$ cat src/rtl/ap_mult_pkg.sv
// Shared widths and FSM encoding for the approximate-multiplier error evaluator.
// Derived widths are helper functions so every file computes them identically.
package ap_mult_pkg;

  localparam int AP_DW = 4;

  function automatic int pw_of(input int dw);
    return 2 * dw;
  endfunction

  function automatic int sw_of(input int dw);
    return 4 * dw;
  endfunction

  function automatic int sqw_of(input int dw);
    return 6 * dw;
  endfunction

  typedef enum logic [1:0] {
    ST_IDLE  = 2'd0,
    ST_RUN   = 2'd1,
    ST_DRAIN = 2'd2,
    ST_DONE  = 2'd3
  } ap_state_e;

endpackage

$ cat src/rtl/ap_err_acc.sv
// S1 register and S2 accumulate slice: sum, max and nonzero count of |error|.
// AP_ERR_SQ_EN adds a registered e*e product at S1 and a squared-error sum at S2.
module ap_err_acc
  import ap_mult_pkg::*;
#(
  parameter int DW = AP_DW,
  localparam int PW = pw_of(DW),
`ifdef AP_ERR_SQ_EN
  localparam int QW = sqw_of(DW),
`endif
  localparam int SW = sw_of(DW)
) (
  input  logic          clk,
  input  logic          rst_n,
  input  logic          clr,
  input  logic          valid,
  input  logic [PW-1:0] e,
  output logic [SW-1:0] sum,
  output logic [PW-1:0] max,
  output logic [PW:0]   cnt
`ifdef AP_ERR_SQ_EN
  ,
  output logic [QW-1:0] sq
`endif
);

  logic          valid_q;
  logic [PW-1:0] e_q;
  logic [SW-1:0] sum_q, sum_d;
  logic [PW-1:0] max_q, max_d;
  logic [PW:0]   cnt_q, cnt_d;

`ifdef AP_ERR_SQ_EN
  logic [2*PW-1:0] sq_prod_q, sq_prod_d;
  logic [QW-1:0]   sq_q, sq_d;

  assign sq_prod_d = {{PW{1'b0}}, e} * {{PW{1'b0}}, e};
`endif

  always_comb begin
    sum_d = sum_q;
    max_d = max_q;
    cnt_d = cnt_q;
`ifdef AP_ERR_SQ_EN
    sq_d  = sq_q;
`endif
    if (clr) begin
      sum_d = '0;
      max_d = '0;
      cnt_d = '0;
`ifdef AP_ERR_SQ_EN
      sq_d  = '0;
`endif
    end else if (valid_q) begin
      sum_d = sum_q + SW'(e_q);
      max_d = (e_q > max_q) ? e_q : max_q;
      cnt_d = cnt_q + (PW+1)'(e_q != '0);
`ifdef AP_ERR_SQ_EN
      sq_d  = sq_q + QW'(sq_prod_q);
`endif
    end
  end

  always_ff @(posedge clk or negedge rst_n) begin
    if (!rst_n) begin
      valid_q   <= 1'b0;
      e_q       <= '0;
      sum_q     <= '0;
      max_q     <= '0;
      cnt_q     <= '0;
`ifdef AP_ERR_SQ_EN
      sq_prod_q <= '0;
      sq_q      <= '0;
`endif
    end else begin
      valid_q   <= valid & ~clr;
      e_q       <= clr ? '0 : e;
      sum_q     <= sum_d;
      max_q     <= max_d;
      cnt_q     <= cnt_d;
`ifdef AP_ERR_SQ_EN
      sq_prod_q <= clr ? '0 : sq_prod_d;
      sq_q      <= sq_d;
`endif
    end
  end

  assign sum = sum_q;
  assign max = max_q;
  assign cnt = cnt_q;
`ifdef AP_ERR_SQ_EN
  assign sq  = sq_q;
`endif

endmodule

$ cat src/rtl/ap_mult_err_eval.sv
// Exhaustive sweep + error scoring around an external combinational approximate multiplier.
// Define AP_ERR_SQ_EN to add the err_sq_sum port and squared-error accumulator.
module ap_mult_err_eval
  import ap_mult_pkg::*;
#(
  parameter int DW = AP_DW,
  localparam int PW = pw_of(DW),
`ifdef AP_ERR_SQ_EN
  localparam int QW = sqw_of(DW),
`endif
  localparam int SW = sw_of(DW)
) (
  input  logic          clk,
  input  logic          rst_n,
  input  logic          start,
  output logic [DW-1:0] op_a,
  output logic [DW-1:0] op_b,
  input  logic [PW-1:0] ap_res,
  output logic          busy,
  output logic          done,
  output logic [SW-1:0] err_sum,
  output logic [PW-1:0] err_max,
  output logic [PW:0]   err_cnt
`ifdef AP_ERR_SQ_EN
  ,
  output logic [QW-1:0] err_sq_sum
`endif
);

  localparam logic [PW-1:0] IDX_LAST = '1;

  ap_state_e     state_q, state_d;
  logic [PW-1:0] idx_q, idx_d;
  logic          drain_q, drain_d;
  logic          done_q, done_d;
  logic          clr;
  logic          s0_valid;
  logic [PW-1:0] exact;
  logic [PW-1:0] e;

  always_comb begin
    state_d  = state_q;
    idx_d    = idx_q;
    drain_d  = drain_q;
    done_d   = 1'b0;
    clr      = 1'b0;
    s0_valid = (state_q == ST_RUN);
    case (state_q)
      ST_IDLE, ST_DONE: begin
        if (start) begin
          state_d = ST_RUN;
          idx_d   = '0;
          drain_d = 1'b0;
          clr     = 1'b1;
        end
      end
      ST_RUN: begin
        // idx parks on the last pair so op_a/op_b hold it after the sweep
        if (idx_q == IDX_LAST) begin
          state_d = ST_DRAIN;
          drain_d = 1'b0;
        end else begin
          idx_d = idx_q + PW'(1);
        end
      end
      ST_DRAIN: begin
        if (drain_q) begin
          state_d = ST_DONE;
          done_d  = 1'b1;
        end else begin
          drain_d = 1'b1;
        end
      end
      default: state_d = ST_IDLE;
    endcase
  end

  always_ff @(posedge clk or negedge rst_n) begin
    if (!rst_n) begin
      state_q <= ST_IDLE;
      idx_q   <= '0;
      drain_q <= 1'b0;
      done_q  <= 1'b0;
    end else begin
      state_q <= state_d;
      idx_q   <= idx_d;
      drain_q <= drain_d;
      done_q  <= done_d;
    end
  end

  assign op_a = idx_q[DW-1:0];
  assign op_b = idx_q[PW-1:DW];
  assign busy = (state_q == ST_RUN) || (state_q == ST_DRAIN);
  assign done = done_q;

  assign exact = {{DW{1'b0}}, op_a} * {{DW{1'b0}}, op_b};
  assign e     = (exact >= ap_res) ? (exact - ap_res) : (ap_res - exact);

  ap_err_acc #(
    .DW(DW)
  ) u_acc (
    .clk  (clk),
    .rst_n(rst_n),
    .clr  (clr),
    .valid(s0_valid),
    .e    (e),
    .sum  (err_sum),
    .max  (err_max),
    .cnt  (err_cnt)
`ifdef AP_ERR_SQ_EN
    ,
    .sq   (err_sq_sum)
`endif
  );

endmodule

$ cat config.mk
export PLATFORM = sky130hd
export DESIGN_NAME = ap_mult_err_eval
export DESIGN_NICKNAME = d
export VERILOG_FILES = /design/src/rtl/ap_mult_pkg.sv /design/src/rtl/ap_err_acc.sv /design/src/rtl/ap_mult_err_eval.sv
export SDC_FILE = /design/constraint.sdc
export NUM_CORES = 1
export LEC_CHECK = 0
export CELL_PAD_IN_SITES_DETAIL_PLACEMENT = 1
export CELL_PAD_IN_SITES_GLOBAL_PLACEMENT = 2
export CORE_MARGIN = 10
export CORE_UTILIZATION = 34
export CTS_CLUSTER_SIZE = 24
export DETAILED_ROUTE_END_ITERATION = 8
export GPL_TIMING_DRIVEN = 0
export PLACE_DENSITY_LB_ADDON = 0.1
export SLEW_MARGIN = 20
export SYNTH_ARGS = -nofsm -noshare
export SYNTH_HDL_FRONTEND = slang
export SYNTH_SLANG_ARGS = --single-unit
$ cat constraint.sdc
create_clock -name clk -period 5.73 [get_ports clk]
set_input_delay 1.146 -clock clk [delete_from_list [all_inputs] [get_ports clk]]
set_output_delay 1.146 -clock clk [all_outputs]
set_load 0.005 [all_outputs]
# Yosys cells after proc, flatten, opt, wreduce, memory -nomap -nowiden
# Index checks and enable logic that the tools add are counted.
[totals]
regBits = 54
out_inout_bits = 43
inputBits = 11
wordCells = 61
[classes]
addsub = 5
muxes = 23
eq_ne = 8
bitwise = 2
n_reduce_logical = 11
n_mul = 1
n_lt_le_gt_ge = 2
[ops]
columns = ["operator", "count"]
rows = [
  ["$mux W8", 7],
  ["$mux W16", 2],
  ["$mux W9", 2],
  ["$add A16 B8 Y16", 1],
  ["$pmux W8 S2", 1],
  ["$sub A8 B8 Y8", 2],
  ["$add A9 B1 Y9", 1],
  ["$add A8 B1 Y8 const B", 1],
  ["$eq A8 B8 Y1 const B", 1],
  ["$ge A8 B8 Y1", 1],
  ["$gt A8 B8 Y1", 1],
  ["$mul A4 B4 Y8", 1],
  ["$ne A2 B2 Y1 const B", 4],
  ["$reduce_bool A8 Y1", 1],
  ["$mux W1", 6],
  ["$mux W2", 3],
  ["$pmux W2 S3", 1],
  ["$reduce_and A3 Y1", 2],
  ["$reduce_bool A2 Y1", 3],
  ["$eq A2 B2 Y1 const B", 2],
  ["$reduce_and A2 Y1", 2],
  ["$pmux W1 S3", 1],
  ["$eq A2 B1 Y1 const B", 1],
  ["$logic_not A2 Y1", 1],
  ["other kinds (4)", 4],
]

# Depth between registers and ports, before layout
[depth]
word_depth = 5
ltp_mapped = 18

# By module
# From an unflattened synthesis, not the netlist that was laid out.
[unflattened]
hier_cells = 448
hier_area_um2 = 4187.8
[modules_own_cells]
columns = ["mod", "cells_each", "seq_area_each_um2", "instances", "area_each_um2"]
rows = [
  ["ap_err_acc", 240, 1051.0, 1, 2417.3],
  ["ap_mult_err_eval", 208, 300.3, 1, 1770.4],
]

# Worst setup path after synthesis
# OpenSTA, ideal clock, no wires.
[synth_timing]
path_kind = "reg-to-reg"
start = "reg idx_q[0]"
end = "reg u_acc.e_q[5]"
stages_incl_launch_ff = 19
setup_slack_ns = 1.471
required_ns = 5.600
arrival_time_ns = 4.128
setup_time_ns = 0.130
cell_sequence = "dfrtp_1 clkbuf_1 nand2_1 fa_1 inv_1 fa_1 inv_1 fa_1 inv_1 a21oi_1 o21bai_1 xor2_1 ha_1 and3_1 o21ai_1 a31oi_2 buf_2 a221oi_1 a21oi_1"
[synth_via]
elab_chain_len = 4
word_cells_on_any_way = 6
cone_classes = "2 x add/sub; 1 x mul; 1 x order compare; 2 x mux"
[synth_lines]
columns = ["item", "line", "rtl"]
rows = [
  ["start, declared", "ap_mult_err_eval.sv:33", "logic [PW-1:0] idx_q, idx_d;"],
  ["start signal, assigned", "ap_mult_err_eval.sv:86", "idx_q <= idx_d;"],
  ["$mul A4 B4 Y8 (*)", "ap_mult_err_eval.sv:97", "assign exact = {{DW{1'b0}}, op_a} * {{DW{1'b0}}, op_b};"],
  ["$sub A8 B8 Y8 / $ge A8 B8 Y1 (equally long branches)", "ap_mult_err_eval.sv:98", "assign e = (exact >= ap_res) ? (exact - ap_res) : (ap_res - exact);"],
  ["$mux W8 (*)", "ap_mult_err_eval.sv:98", ""],
  ["$mux W8 (*)", "ap_err_acc.sv:77", "e_q <= clr ? '0 : e;"],
  ["end signal, assigned", "ap_err_acc.sv:77", ""],
  ["end, declared", "ap_err_acc.sv:28", "logic [PW-1:0] e_q;"],
]
# Mark *: on every way between the ends. The rest lies on a longest branch, timed or not.
# A chain may end at the register's enable or synchronous reset.

# Worst setup path after layout
# Ends and elaborated chain as after synthesis.

==> results.yml <==
timing:
  finalHoldViolCount: 0
  slew_violations: 0
  setup_violations: 0
  min_period_ns: 4.87
  rsz0062_at_grt: "no"
  slew_headroom_pct: 57.3
  timing.hold.ws_ns: 0.492
  clock-skew-final_ns: 0.0117
  finalSetupTns_ns: 0
  period_share_pct: 85.0
  tightest_slew_ns: 0.631
  max_freq_ghz: 0.205
route:
  drc: 0
  wl_per_cell_um: 16.9
  dr.first_iter.drc_count: 126
  wl_met1_mm: 5.23
  wl_met3_um: 412
  top_layer_used: "met4"
  ant_nets: 0
  drt-pass1-iter-count: 4
  vias_per_cell: 5.40
  wl_met2_mm: 5.70
  via_count: 3678
  wirelength_mm: 11.5
grt:
  antenna_found_initial: 0
  track_usage_pct: 14.2
  overflow: 0
  grt_max_degree: 44
  grt_pass1_wl_mm: 19.5
  grt_pass1_vias: 3845
power_and_ir_drop:
  p_seq_share_pct: 31.0
  switchingPower_mw: 0.761
  swShare_pct: 42.3
  leakagePower_nw: 2.29
  p_comb_share_pct: 51.2
  intPower_mw: 1.04
  peakVddDrop_v: 0.000175
  clkPwrFrac_pct: 17.8
  power_density_nw_per_um2: 357
synth:
  synth_cell_type_count: 55
  ys_seq_elements: 54
  avgSynthCellArea_um2: 8.77
  synth_edf_count: 0
  synth_area_um2: 4140
  synth_top_family_by_area: "compound AO/OA/AOI/OAI gates"
  yosysWarnings: 0
  synth_fa_ha_area_share_pct: 18.2
  async_reset_ff_share_pct: 100
  synth_seq_area_share_pct: 32.6
  synth-xor-area-share_pct: 2.96
  synthMuxAreaShare_pct: 1.24
  synth_flop_cell: "dfrtp_1"
  synth-compound-area-share_pct: 20.3
  synth_cells: 472
  synth_fp_nets: 539
  synthSimpleGateAreaFrac_pct: 18.2
layout:
  nNetsFinal: 600
  drive_gt1_share_pct: 5.43
  postLayoutCoreUtil_pct: 42.1
  antenna_cells: 0
  synthToLayoutAreaGrowth_pct: 21.6
clock_network:
  path_clk_slew_ns: 0.08
  cts_hold_buffers: 0
  numCtsBuffers: 5
  clock_sinks: 54
  cts_buffer_depth: 2
  htreeDepth: 2
  clk_latency_ns: 0.30
  cts_tree: "done"
  cts_setup_buffers: 0
  cts_root_buffer: "clkbuf_16"
  cts_resized: 0
floorplan:
  die_area_um2: 17000
  pin_count: 54
  die_w_um: 130
  start_util_pct: 34.6
  core_area_um2: 12000
  rows: 40
  dieHeight_um: 130
critical_path:
  slowest_delay_ns: 0.56
  crit_arrival_ns: 5.03
  end_kind: "flop"
  cp_cell_sequence: "clkbuf_1, nand2_1, fa_1, inv_1, fa_1, inv_1, fa_1, inv_1, a21oi_1, o21bai_1, xor2_1, ha_1, and3_1, o21ai_1, a31oi_2, buf_2, a221oi_1, a21oi_1"
  slowest_stage: "fa_1"
  worst-setup-path-type: "reg2reg"
  cp-start-kind: "flop"
  cp_max_fo: 10
  required_ns: 5.89
outcome:
  status: "completed"
hold_path:
  worstHoldPathType: "reg2reg"
place:
  numPortBuffers: 53
  gp_congestion: 0.791
  dp.final_hpwl_mm: 9.16
flow_run:
  cap_violations: 0
[layout make-up]
| cell class | instances | area [um^2] |
|---|---|---|
| multi-input combinational | 352 | 2520 |
| tap | 147 | 184 |
| timing repair buffer | 54 | 556 |
| clock inverter | 2 | 17.5 |
| inverter | 48 | 180 |
| sequential | 54 | 1350 |
| fill | 1445 | 6930 |
| buffer | 18 | 90.1 |
| clock buffer | 6 | 139 |
[path summary, 6_finish.rpt]
check | cells after the start | start | to | slack (ns)
worst max-delay path | 18 | idx_q[0]$_DFFE_PN0P_ | u_acc.e_q[5]$_DFF_PN0_ | 0.86
worst min-delay path | 1 | drain_q$_DFFE_PN0P_ | done$_DFF_PN0_ | 0.49
worst min register to register | 1 | drain_q$_DFFE_PN0P_ | done$_DFF_PN0_ | 0.49
worst max register to register | 18 | idx_q[0]$_DFFE_PN0P_ | u_acc.e_q[5]$_DFF_PN0_ | 0.86
max in group asynchronous | 2 | rst_n | u_acc.e_q[0]$_DFF_PN0_ | 4.57
min in group asynchronous | 1 | rst_n | u_acc.max[5]$_DFFE_PN0P_ | 0.69
[cells in the mapped netlist, drive strengths merged, types with 3 or more instances]
cell | n | area [um^2]
nand2 | 37 | 139
nor2 | 28 | 105
nand3 | 13 | 65.1
or4 | 3 | 22.5
xnor2 | 7 | 61.3
dfrtp | 54 | 1350
inv | 48 | 180
nand4 | 13 | 87.6
o21a | 5 | 37.5
a21o | 4 | 30.0
o211ai | 4 | 35.0
a22oi | 4 | 30.0
xor2 | 7 | 61.3
and3 | 3 | 18.8
nor3 | 5 | 25.0
or3 | 11 | 68.8
a21oi | 41 | 205
nor4 | 5 | 31.3
o21ai | 36 | 180
nand3b | 3 | 22.5
fa | 7 | 140
a31oi | 4 | 37.5
mux2i | 4 | 40.0
a221oi | 6 | 52.6
o31ai | 3 | 22.5
a211oi | 7 | 52.6
o21bai | 3 | 22.5
and2 | 17 | 106
a2bb2oi | 3 | 26.3
ha | 49 | 613
clkbuf | 10 | 40.0
buf | 8 | 50.1
[power groups by stage]
stage                     Combinational [mW]  Clock [mW]  Sequential [mW]
final                                  0.919       0.320            0.557
after global routing                    1.06       0.344            0.574
after CTS                              0.939       0.333            0.562
after detailed placement               0.934           0            0.569
after global placement                 0.904           0            0.564
after floorplan                        0.585           0            0.542
[state kept, by name, summed over array words and instances (netlist names), 2 cells and up]
| register | cells |
|---|---|
| state_q | 2 |
| u_acc.cnt | 9 |
| u_acc.sum | 16 |
| u_acc.e_q | 8 |
| u_acc.max | 8 |
| idx_q | 8 |
[per-layer routing]
| layer | track usage, % | up-vias |
|---|---|---|
| met3 | 2.68 | 13 |
| met5 | 0 | - |
| met4 | 4.05 | 0 |
| met2 | 24.2 | 52 |
| li1 | - | 1797 |
| met1 | 17.7 | 1816 |
[logic make-up (layout without fill, tap and decap cells)]
family | count (synthesis) | count (layout)
flops | 54 | 54
buf+inv | 66 | 128
mux | 5 | 5
compound gates | 131 | 131
fa+ha+maj | 56 | 56
xor+xnor | 14 | 14
simple gates | 146 | 146
[critical path, delay by kind of cell (launching register included)]
family / cells / cell delay, ns
simple gates: 2 / 0.37
buf+inv: 5 / 0.77
compound gates: 6 / 1.05
xor+xnor: 1 / 0.23
flops: 1 / 0.39
fa+ha+maj: 4 / 1.93
[cells in the final DEF, fill, tap and decap left out, types with 4 or more instances in the layout]
| cell | synthesis | layout |
|---|---|---|
| nor3_1 | 5 | 5 |
| buf_2 | 4 | 4 |
| a221oi_1 | 6 | 6 |
| a21oi_1 | 41 | 41 |
| nand2_1 | 37 | 37 |
| o21ai_0 | 33 | 33 |
| a22oi_1 | 4 | 4 |
| clkdlybuf4s50_1 | 0 | 52 |
| inv_1 | 48 | 48 |
| o21a_1 | 5 | 5 |
| clkbuf_1 | 8 | 8 |
| ha_1 | 49 | 49 |
| a211oi_1 | 7 | 7 |
| nor4_1 | 5 | 5 |
| a21o_1 | 4 | 4 |
| xor2_1 | 7 | 7 |
| xnor2_1 | 7 | 7 |
| fa_1 | 7 | 7 |
| buf_4 | 4 | 5 |
| dfrtp_1 | 54 | 54 |
| or3_1 | 11 | 11 |
| clkbuf_16 | 0 | 5 |
| nor2_1 | 28 | 28 |
| mux2i_1 | 4 | 4 |
| nand3_1 | 13 | 13 |
| nand4_1 | 12 | 12 |
| and2_1 | 17 | 17 |
[metrics by stage]
step                power (mW)  cells  area [um^2]  setup slack [ns]
detailed placement        1.50    673         4880             0.838
floorplan                 1.13    472         4140              1.47
finish                    1.80    681         5040             0.861
CTS                       1.83    681         5040             0.801
global route              1.97    681         5040             0.424
global placement          1.47    672         4850             0.994
Note: power is estimated with default switching activity, not from simulation.
